[src/rtl/sprite_line_selector.sv]
// Per-line object selector: scans OAM once per line, keeps up to MAX_SPR objects
// covering the line, and reports the lowest-slot object whose X matches the pixel X.
//
// state  | meaning
// S_IDLE | no scan running; slots hold the last line's objects for rendering
// S_SCAN | issuing OAM reads and evaluating returned entries one per cycle
module sprite_line_selector #(
    parameter int N_OAM   = 40,
    parameter int MAX_SPR = 10,
    parameter int W_Y     = 8,
    parameter int W_X     = 8,
    localparam int IW     = $clog2(N_OAM),
    localparam int SW     = $clog2(MAX_SPR),
    localparam int CW     = $clog2(MAX_SPR + 1)
) (
    input  logic           clk1,
    input  logic           reset_video,
    input  logic           scan_start,
    input  logic [W_Y-1:0] ly,
    input  logic           tall,
    input  logic           obj_en,
    output logic           oam_rd,
    output logic [IW-1:0]  oam_addr,
    input  logic [W_Y-1:0] oam_y,
    input  logic [W_X-1:0] oam_x,
    output logic           scanning,
    output logic           scan_done,
    output logic [CW-1:0]  spr_count,
    output logic           overflow,
    input  logic           render,
    input  logic [W_X-1:0] px,
    output logic           hit,
    output logic [SW-1:0]  hit_slot,
    output logic [IW-1:0]  hit_idx,
    output logic [3:0]     hit_line,
    input  logic           fetch_done
);

    typedef enum logic {S_IDLE, S_SCAN} state_t;

    state_t r_state, w_state_next;

    logic           r_rd, r_ev, r_tall, r_ovf, r_done;
    logic [IW-1:0]  r_addr, r_ev_idx;
    logic [W_Y-1:0] r_ly;
    logic [CW-1:0]  r_count;

    logic [MAX_SPR-1:0] r_valid, w_valid_n;
    logic [IW-1:0]      r_sidx  [MAX_SPR];
    logic [IW-1:0]      w_idx_n [MAX_SPR];
    logic [W_X-1:0]     r_sx    [MAX_SPR];
    logic [W_X-1:0]     w_x_n   [MAX_SPR];
    logic [3:0]         r_sline [MAX_SPR];
    logic [3:0]         w_line_n[MAX_SPR];

    logic           r_hit, w_hit;
    logic [SW-1:0]  r_hit_slot, w_hit_slot;
    logic [IW-1:0]  r_hit_idx, w_hit_idx;
    logic [3:0]     r_hit_line, w_hit_line;

    logic [W_Y-1:0] w_d;
    logic           w_match, w_full, w_scan_end;

    // Row distance with a 16-line offset so objects partly above the screen still match.
    assign w_d        = r_ly + W_Y'(16) - oam_y;
    assign w_match    = r_ev && (r_tall ? (w_d < W_Y'(16)) : (w_d < W_Y'(8)));
    assign w_full     = (r_count == CW'(MAX_SPR));
    assign w_scan_end = (r_state == S_SCAN) && r_ev && (r_ev_idx == IW'(N_OAM - 1)) && !scan_start;

    always_ff @(posedge clk1) begin
        if (reset_video) r_state <= S_IDLE;
        else             r_state <= w_state_next;
    end

    always_comb begin
        w_state_next = r_state;
        if (scan_start)      w_state_next = S_SCAN;
        else if (w_scan_end) w_state_next = S_IDLE;
    end

    // Next slot contents; hit selection looks at these so a retire in this cycle is honoured.
    always_comb begin
        w_valid_n = r_valid;
        w_idx_n   = r_sidx;
        w_x_n     = r_sx;
        w_line_n  = r_sline;
        if (scan_start) begin
            w_valid_n = '0;
        end else begin
            if (fetch_done && r_hit) w_valid_n[r_hit_slot] = 1'b0;
            if (w_match && !w_full) begin
                for (int i = 0; i < MAX_SPR; i++) begin
                    if (CW'(i) == r_count) begin
                        w_valid_n[i] = 1'b1;
                        w_idx_n[i]   = r_ev_idx;
                        w_x_n[i]     = oam_x;
                        w_line_n[i]  = w_d[3:0];
                    end
                end
            end
        end
    end

    always_comb begin
        w_hit      = 1'b0;
        w_hit_slot = '0;
        w_hit_idx  = '0;
        w_hit_line = '0;
        if (render && obj_en) begin
            for (int i = MAX_SPR - 1; i >= 0; i--) begin
                if (w_valid_n[i] && (w_x_n[i] == px)) begin
                    w_hit      = 1'b1;
                    w_hit_slot = SW'(i);
                    w_hit_idx  = w_idx_n[i];
                    w_hit_line = w_line_n[i];
                end
            end
        end
    end

    always_ff @(posedge clk1) begin
        if (reset_video) begin
            r_rd       <= 1'b0;
            r_addr     <= '0;
            r_ev       <= 1'b0;
            r_ev_idx   <= '0;
            r_ly       <= '0;
            r_tall     <= 1'b0;
            r_count    <= '0;
            r_ovf      <= 1'b0;
            r_done     <= 1'b0;
            r_valid    <= '0;
            r_hit      <= 1'b0;
            r_hit_slot <= '0;
            r_hit_idx  <= '0;
            r_hit_line <= '0;
            for (int i = 0; i < MAX_SPR; i++) begin
                r_sidx[i]  <= '0;
                r_sx[i]    <= '0;
                r_sline[i] <= '0;
            end
        end else begin
            r_done     <= w_scan_end;
            r_valid    <= w_valid_n;
            r_sidx     <= w_idx_n;
            r_sx       <= w_x_n;
            r_sline    <= w_line_n;
            r_hit      <= w_hit;
            r_hit_slot <= w_hit_slot;
            r_hit_idx  <= w_hit_idx;
            r_hit_line <= w_hit_line;
            if (scan_start) begin
                r_ly    <= ly;
                r_tall  <= tall;
                r_addr  <= '0;
                r_rd    <= 1'b1;
                r_ev    <= 1'b0;
                r_count <= '0;
                r_ovf   <= 1'b0;
            end else begin
                r_ev     <= r_rd;
                r_ev_idx <= r_addr;
                if (r_rd) begin
                    if (r_addr == IW'(N_OAM - 1)) r_rd   <= 1'b0;
                    else                          r_addr <= r_addr + IW'(1);
                end
                if (w_match) begin
                    if (w_full) r_ovf   <= 1'b1;
                    else        r_count <= r_count + CW'(1);
                end
            end
        end
    end

    assign oam_rd     = r_rd;
    assign oam_addr   = r_addr;
    assign scanning   = (r_state == S_SCAN);
    assign scan_done  = r_done;
    assign spr_count  = r_count;
    assign overflow   = r_ovf;
    assign hit        = r_hit;
    assign hit_slot   = r_hit_slot;
    assign hit_idx    = r_hit_idx;
    assign hit_line   = r_hit_line;

endmodule

[config.mk]
export PLATFORM = sky130hd
export DESIGN_NAME = sprite_line_selector
export DESIGN_NICKNAME = d
export VERILOG_FILES = /design/src/rtl/sprite_line_selector.sv
export SDC_FILE = /design/constraint.sdc
export NUM_CORES = 1
export LEC_CHECK = 0
export BUFFER_PORTS_ARGS = -buffer_cell sky130_fd_sc_hd__buf_2
export CORE_ASPECT_RATIO = 0.9
export CORE_MARGIN = 4
export CORE_UTILIZATION = 40
export CTS_CLUSTER_DIAMETER = 50
export DETAILED_ROUTE_END_ITERATION = 7
export HOLD_SLACK_MARGIN = 0.12
export MAX_ROUTING_LAYER = met4
export PLACE_DENSITY = 0.6
export SYNTH_ARGS = -nofsm -noshare
export SYNTH_HDL_FRONTEND = slang
export SYNTH_SLANG_ARGS = --single-unit
[constraint.sdc]
create_clock -name clk1 -period 12 [get_ports clk1]
set_clock_uncertainty 0.2 [all_clocks]
set_input_delay 2.4 -clock clk1 [delete_from_list [all_inputs] [get_ports clk1]]
set_output_delay 2.4 -clock clk1 [all_outputs]
set_load 0.1 [all_outputs]
Word-level counts from Yosys, hierarchy flattened
Index checks and enable logic that the tools add are counted.
{ "word_totals": {"ff_bits": 235, "elab_cells": 210} }
{ "classes": {"n_addsub": 4, "magnitude_cmp": 4, "eq_ne": 22, "mux": 96, "n_bitwise": 5, "reduce_logical": 31} }
{ "op_table": {"columns": ["operator", "count"], "rows": [
  ["80-bit two-way mux", 2],
  ["6-bit two-way mux", 20],
  ["60-bit two-way mux", 2],
  ["4-bit two-way mux", 22],
  ["8-bit equality test", 10],
  ["40-bit two-way mux", 2],
  ["8-bit two-way mux", 10],
  ["10-bit two-way mux", 3],
  ["1-bit two-way mux", 28],
  ["1-bit logical AND", 18],
  ["3-bit by 4-bit equality test with 1-bit output, first input constant", 4],
  ["6-bit equality test, second input constant", 2],
  ["3-bit two-way mux", 4],
  ["10-bit AND", 1],
  ["10-bit NOT", 1],
  ["10-bit OR reduction", 1],
  ["8-bit by 5-bit adder with 8-bit output, second input constant", 1],
  ["2-bit by 4-bit equality test with 1-bit output, first input constant", 2],
  ["4-bit equality test, first input constant", 2],
  ["8-bit by 4-bit less-than comparator with 1-bit output, second input constant", 1],
  ["8-bit by 5-bit less-than comparator with 1-bit output, second input constant", 1],
  ["8-bit subtractor", 1],
  ["6-bit by 1-bit adder with 6-bit output, second input constant", 1],
  ["2-bit AND reduction", 3],
  ["other kinds (15)", 20]
]} }

Depth between registers and ports, before layout
{ "logic_depth": {"depth_word": 21, "mapped_depth": 21} }

Worst setup path after synthesis
No wires, ideal clock.
{ "synth_path": {"path_kind": "input-to-reg", "startpoint": "input oam_y[1]", "endpoint": "register r_hit_line[1], in the netlist hit_line[1]", "arrival_ns": 6.324, "required_time_ns": 11.704, "path_slack_ns": 5.381, "path_stages": 19, "n_path_buf": 2, "path_cell_list": "inv_1 ha_1 ha_1 inv_1 fa_1 nand2b_1 a21oi_1 xor2_1 or3_1 nor3_4 mux2_1 a221oi_2 and2_1 buf_2 buf_6 a21oi_1 a211oi_1 a21oi_2 o41ai_2"} }
{ "synth_between": {"elab_chain_len": 19} }
{ "synth_rtl": {"columns": ["element", "line_no", "text"], "rows": [
  ["from (decl)", "24", "input logic [W_Y-1:0] oam_y,"],
  ["8-bit subtractor (*)", "65", "assign w_d = r_ly + W_Y'(16) - oam_y;"],
  ["8-bit by 4-bit less-than comparator with 1-bit output / 8-bit by 5-bit less-than comparator with 1-bit output (equally long branches)", "66", "assign w_match = r_ev && (r_tall ? (w_d < W_Y'(16)) : (w_d < W_Y'(8)));"],
  ["1-bit two-way mux", "66", null],
  ["1-bit logical AND", "66", null],
  ["1-bit logical AND", "91", "if (w_match && !w_full) begin"],
  ["80-bit two-way mux", "91", null],
  ["80-bit two-way mux", "87", "if (scan_start) begin"],
  ["8-bit equality test", "111", "if (w_valid_n[i] && (w_x_n[i] == px)) begin"],
  ["1-bit logical AND", "111", null],
  ["4-bit two-way mux (9 in series)", "111", null],
  ["4-bit two-way mux (*)", "111", null],
  ["to (signal assigned)", "151", "r_hit_line <= w_hit_line;"],
  ["to (decl)", "59", "logic [3:0] r_hit_line, w_hit_line;"]
]} }
Mark *: on every way between the ends. The rest lies on a longest branch, timed or not.
A chain may end at the register's enable or synchronous reset.

Worst setup path in the final report
{ "layout_path": {"startpoint": "input oam_y[1]", "endpoint": "register r_hit_idx[1], in the netlist hit_idx[1]"} }
{ "layout_between": {"elab_chain_len": 19} }
{ "layout_rtl": {"columns": ["element", "line_no", "text"], "rows": [
  ["8-bit subtractor (*)", "65", null],
  ["8-bit by 4-bit less-than comparator with 1-bit output / 8-bit by 5-bit less-than comparator with 1-bit output (equally long branches)", "66", null],
  ["1-bit two-way mux (*)", "66", null],
  ["1-bit logical AND (*)", "66", null],
  ["1-bit logical AND (*)", "91", null],
  ["80-bit two-way mux", "91", null],
  ["80-bit two-way mux", "87", null],
  ["8-bit equality test", "111", null],
  ["1-bit logical AND", "111", null],
  ["6-bit two-way mux (9 in series)", "111", null],
  ["6-bit two-way mux (*)", "111", null],
  ["to (signal assigned)", "150", "r_hit_idx <= w_hit_idx;"],
  ["to (decl)", "58", "logic [IW-1:0] r_hit_idx, w_hit_idx;"]
]} }
Marks and branches as above.

==> reports/qor.yml <==
run_status: "finished clean"
combinational_family_with_the_most_area_after_synthesis: "simple AND/OR/NAND/NOR gates"
leakagePower_uw: 0.00536
first_iter_violations: 810
io_pins: 68
max-clock-path-buffers: 3
syn_area_sq_um: 11600
clock_tree.htree_level_count: 1
synthDominantAreaCellType: "sky130_fd_sc_hd__dfxtp_1"
critical_path.n_buffers_inverters: 3
startpoint: "oam_y[1]"
synthMostInstantiatedCell: "sky130_fd_sc_hd__dfxtp_1"
fp.dieArea_sq_um: 31800
crit_family: "simple AND/OR/NAND/NOR gates"
critPathKind: "primary input to register"
postRouteWirelength_um: 34800
synthesis.yosys.warnings: 0
grt_antenna_before_repair: 0
max_slew_violations: 0
height_of_the_die_um: 170
worst_hold_slack_ns: 0.259
design.final.nets: 1496
critical_path.reg2reg.startpoint: "r_ly[0]"
first_pass_iters: 5
numPlacedInstances: 1766
clock-sinks: 235
finalHoldViolations: 0
die_width_um: 188
post_synth_and_or_nand_nor_area_fraction_pct: 23.3
globalRoute.totalOverflow: 0
hold_path_class: "register to register"
worst_slew_pin_slew_ns: 1.03
dp_hpwl_um: 23200
synth_fp_nets: 1493
ys_seq_elements: 235
critical_path_maximum_fanout: 24
critical_path.slowest_cell: "sky130_fd_sc_hd__nor3_2"
async_flop_share_pct: 0
synth_flop_cell: "sky130_fd_sc_hd__dfxtp_1"
timing.critical_path.arrival_ns: 8.11
hold_path_startpoint: "r_sx[30]"
worst_ir_drop_vdd_uv: 100
post_synth.cell_area_avg_sq_um: 8.08
post_layout_nonfiller_instances: 1820
synth_edf_count: 0
vias_per_cell: 5.59
cp.required_ns: 12.23
number_of_buffer_cells_added_on_primary_ports: 67
largest_net_degree_at_the_start_of_global_routing: 126
post_synth_num_cell_types: 79
detailed_place.area_sq_um: 12100
detailroute.via_count: 10200
worst_setup_path_end_kind: "register"
max_clock_freq_mhz: 127
synth_top_cell_area_share_pct: 40.6
start_util_pct: 41.1
areaGrowthSynthToFinish_pct: 12.8
wire_length_of_the_first_global_routing_pass_um: 55300
synth_compound_gate_area_share_pct: 14.5
gp_routability_congestion: 0.870
first_global_vias: 9860
placementRows: 58
slowest_delay_ns: 0.91
pre_cts_ws_ns: 3.60
crit_path_start_kind: "primary input"
clk_root_buffer_cell: "sky130_fd_sc_hd__clkbuf_16"
period_share_pct: 65.7
synthesis.instances: 1435
antenna_violating_nets_post_route: 0
cts_hold_buffers: 0
synth.top_cells.by_count: "sky130_fd_sc_hd__dfxtp_1, sky130_fd_sc_hd__nand2_1, sky130_fd_sc_hd__nor2_1"
proportion_of_synthesized_chip_area_in_sequential_cells_pct: 40.6
setup_repair_after_global_routing_missed_its_margin: "false"
drv.max_cap_violation_count: 0
layout_cells_sized_above_1_pct: 11.0
minimum_clock_period_ns: 7.88
post_synth_fa_ha_maj_area_fraction_pct: 2.11
cts-buffers-inserted: 30
yosys-mux-area-fraction_pct: 9.02
yosys-top-cells-area: "sky130_fd_sc_hd__dfxtp_1, sky130_fd_sc_hd__mux2i_1, sky130_fd_sc_hd__nand2_1"
maxSlewHeadroom_pct: 31.3
layout.cell_area.non_filler_sq_um: 13100
placeableCoreArea_sq_um: 28200
setup_viol: 0
synth_xor_xnor_area_share_pct: 5.13
antennaDiodeCount: 0
post_cts_buffers: 0
power-per-cell-area_nw_per_um2: 141
cp_cell_sequence: "buf_2 -> inv_1 -> ha_1 -> ha_1 -> inv_1 -> fa_1 -> xor2_1 -> o21ai_1 -> or3_1 -> nor3_2 -> nand4_1 -> a31oi_1 -> o2111ai_2 -> nand2b_1 -> o221ai_1 -> nand3_1 -> o31ai_1"
clkSlewWorstSetupHoldPaths_ns: 0.06
grt_util_all_layers_pct: 22.0
tritoncts_clock_tree: "built"
detail_route.drc_violations: 0
clk-insertion-delay-late_ns: 0.55
mean_routed_wirelength_per_cell_um: 19.1
postCtsResizedCells: 0
postLayoutSetupSlackWorst_ns: 4.12
setup_tns_ns: 0
==> flip-flops by register name, indices dropped and copies added, names as in the netlist <==
signal,cells
oam_rd,1
hit_slot,4
scan_done,1
r_ev,1
r_ev_idx,6
hit_line,4
r_sline,40
scanning,1
hit_idx,6
r_sidx,60
r_valid,10
r_tall,1
r_ly,8
spr_count,4
hit,1
r_sx,80
oam_addr,6
overflow,1
==> area by class of cell <==
type | count | area, sq um
Timing Repair Buffer | 79 | 432
Multi-Input combinational cell | 1044 | 6290
Tap cell | 360 | 450
Clock inverter | 15 | 231
Clock buffer | 39 | 805
Fill cell | 2820 | 15100
Sequential cell | 235 | 4700
Inverter | 48 | 180
==> logic make-up after synthesis <==
logic type                 count (synthesis)
adders and majority gates                 19
and+or+nand+nor                          591
buffers and inverters                    156
DFF                                      235
xor gates and xnor gates                  68
AOI/OAI and AO/OA                        262
muxes                                    104
==> placed cells by master (no fill, tap or decap), drive strengths merged, types with 7 or more instances in the layout <==
cell,n
dfxtp,235
nand2,213
nor2,198
a21oi,124
mux2i,100
buf,79
nand3,54
inv,48
clkbuf,39
xnor2,38
xor2,30
o21ai,27
nor3,19
ha,18
nor2b,18
nand4,17
a31oi,15
and3,15
o22ai,13
o221ai,13
nand2b,12
o211ai,10
a211oi,9
nor4,9
and2,8
o31ai,8
clkinv,8
nor3b,7
==> per-stage QoR <==
step,power [uW],utilization (%)
after floorplan,894,-
after global placement,934,42.7
after detailed placement,934,42.7
after CTS,1870,46.4
after global routing,1910,46.4
final,1850,46.4
==> worst reg2reg max path: stages (launching register included) <==
cell                        delay (ns)
sky130_fd_sc_hd__dfxtp_1          0.32
sky130_fd_sc_hd__inv_1            0.04
sky130_fd_sc_hd__ha_1             0.16
sky130_fd_sc_hd__inv_1            0.05
sky130_fd_sc_hd__ha_1             0.18
sky130_fd_sc_hd__inv_1            0.07
sky130_fd_sc_hd__fa_1             0.45
sky130_fd_sc_hd__xor2_1           0.65
sky130_fd_sc_hd__o21ai_1          0.19
sky130_fd_sc_hd__or3_1            0.65
sky130_fd_sc_hd__nor3_2           0.91
sky130_fd_sc_hd__nand4_1          0.26
sky130_fd_sc_hd__a31oi_1          0.34
sky130_fd_sc_hd__o2111ai_2        0.59
sky130_fd_sc_hd__nand2b_1         0.60
sky130_fd_sc_hd__o221ai_1         0.21
sky130_fd_sc_hd__nand3_1          0.13
sky130_fd_sc_hd__o31ai_1          0.08
==> layer usage <==
metal  global-route usage (%)  up-vias  part of all wire, %
li1                         -     4926                    -
met1                     30.0     4838                   46
met2                     34.9      344                   46
met3                     2.78       73                  6.1
met4                     5.55        0                  2.4
met5                        -        -                    0
==> path summary, 6_finish.rpt <==
| path | endpoint | slack (ns) | cells past startpoint |
|---|---|---|---|
| setup / recovery | hit_idx[1] | 4.12 | 17 |
| hold reg to reg | r_sx[30] | 0.26 | 2 |
| hold / removal | r_sx[30] | 0.26 | 2 |
| setup reg to reg | hit_idx[1] | 5.75 | 17 |
==> power breakdown <==
| part | switching (uW) | leakage [uW] | total (uW) | internal, uW |
|---|---|---|---|---|
| registers | 2.40 | 0.00189 | 786 | 783 |
| logic | 96.1 | 0.00296 | 132 | 35.8 |
| clock network | 350 | 0.000499 | 932 | 582 |
Note: power is estimated with default switching activity, not from simulation.
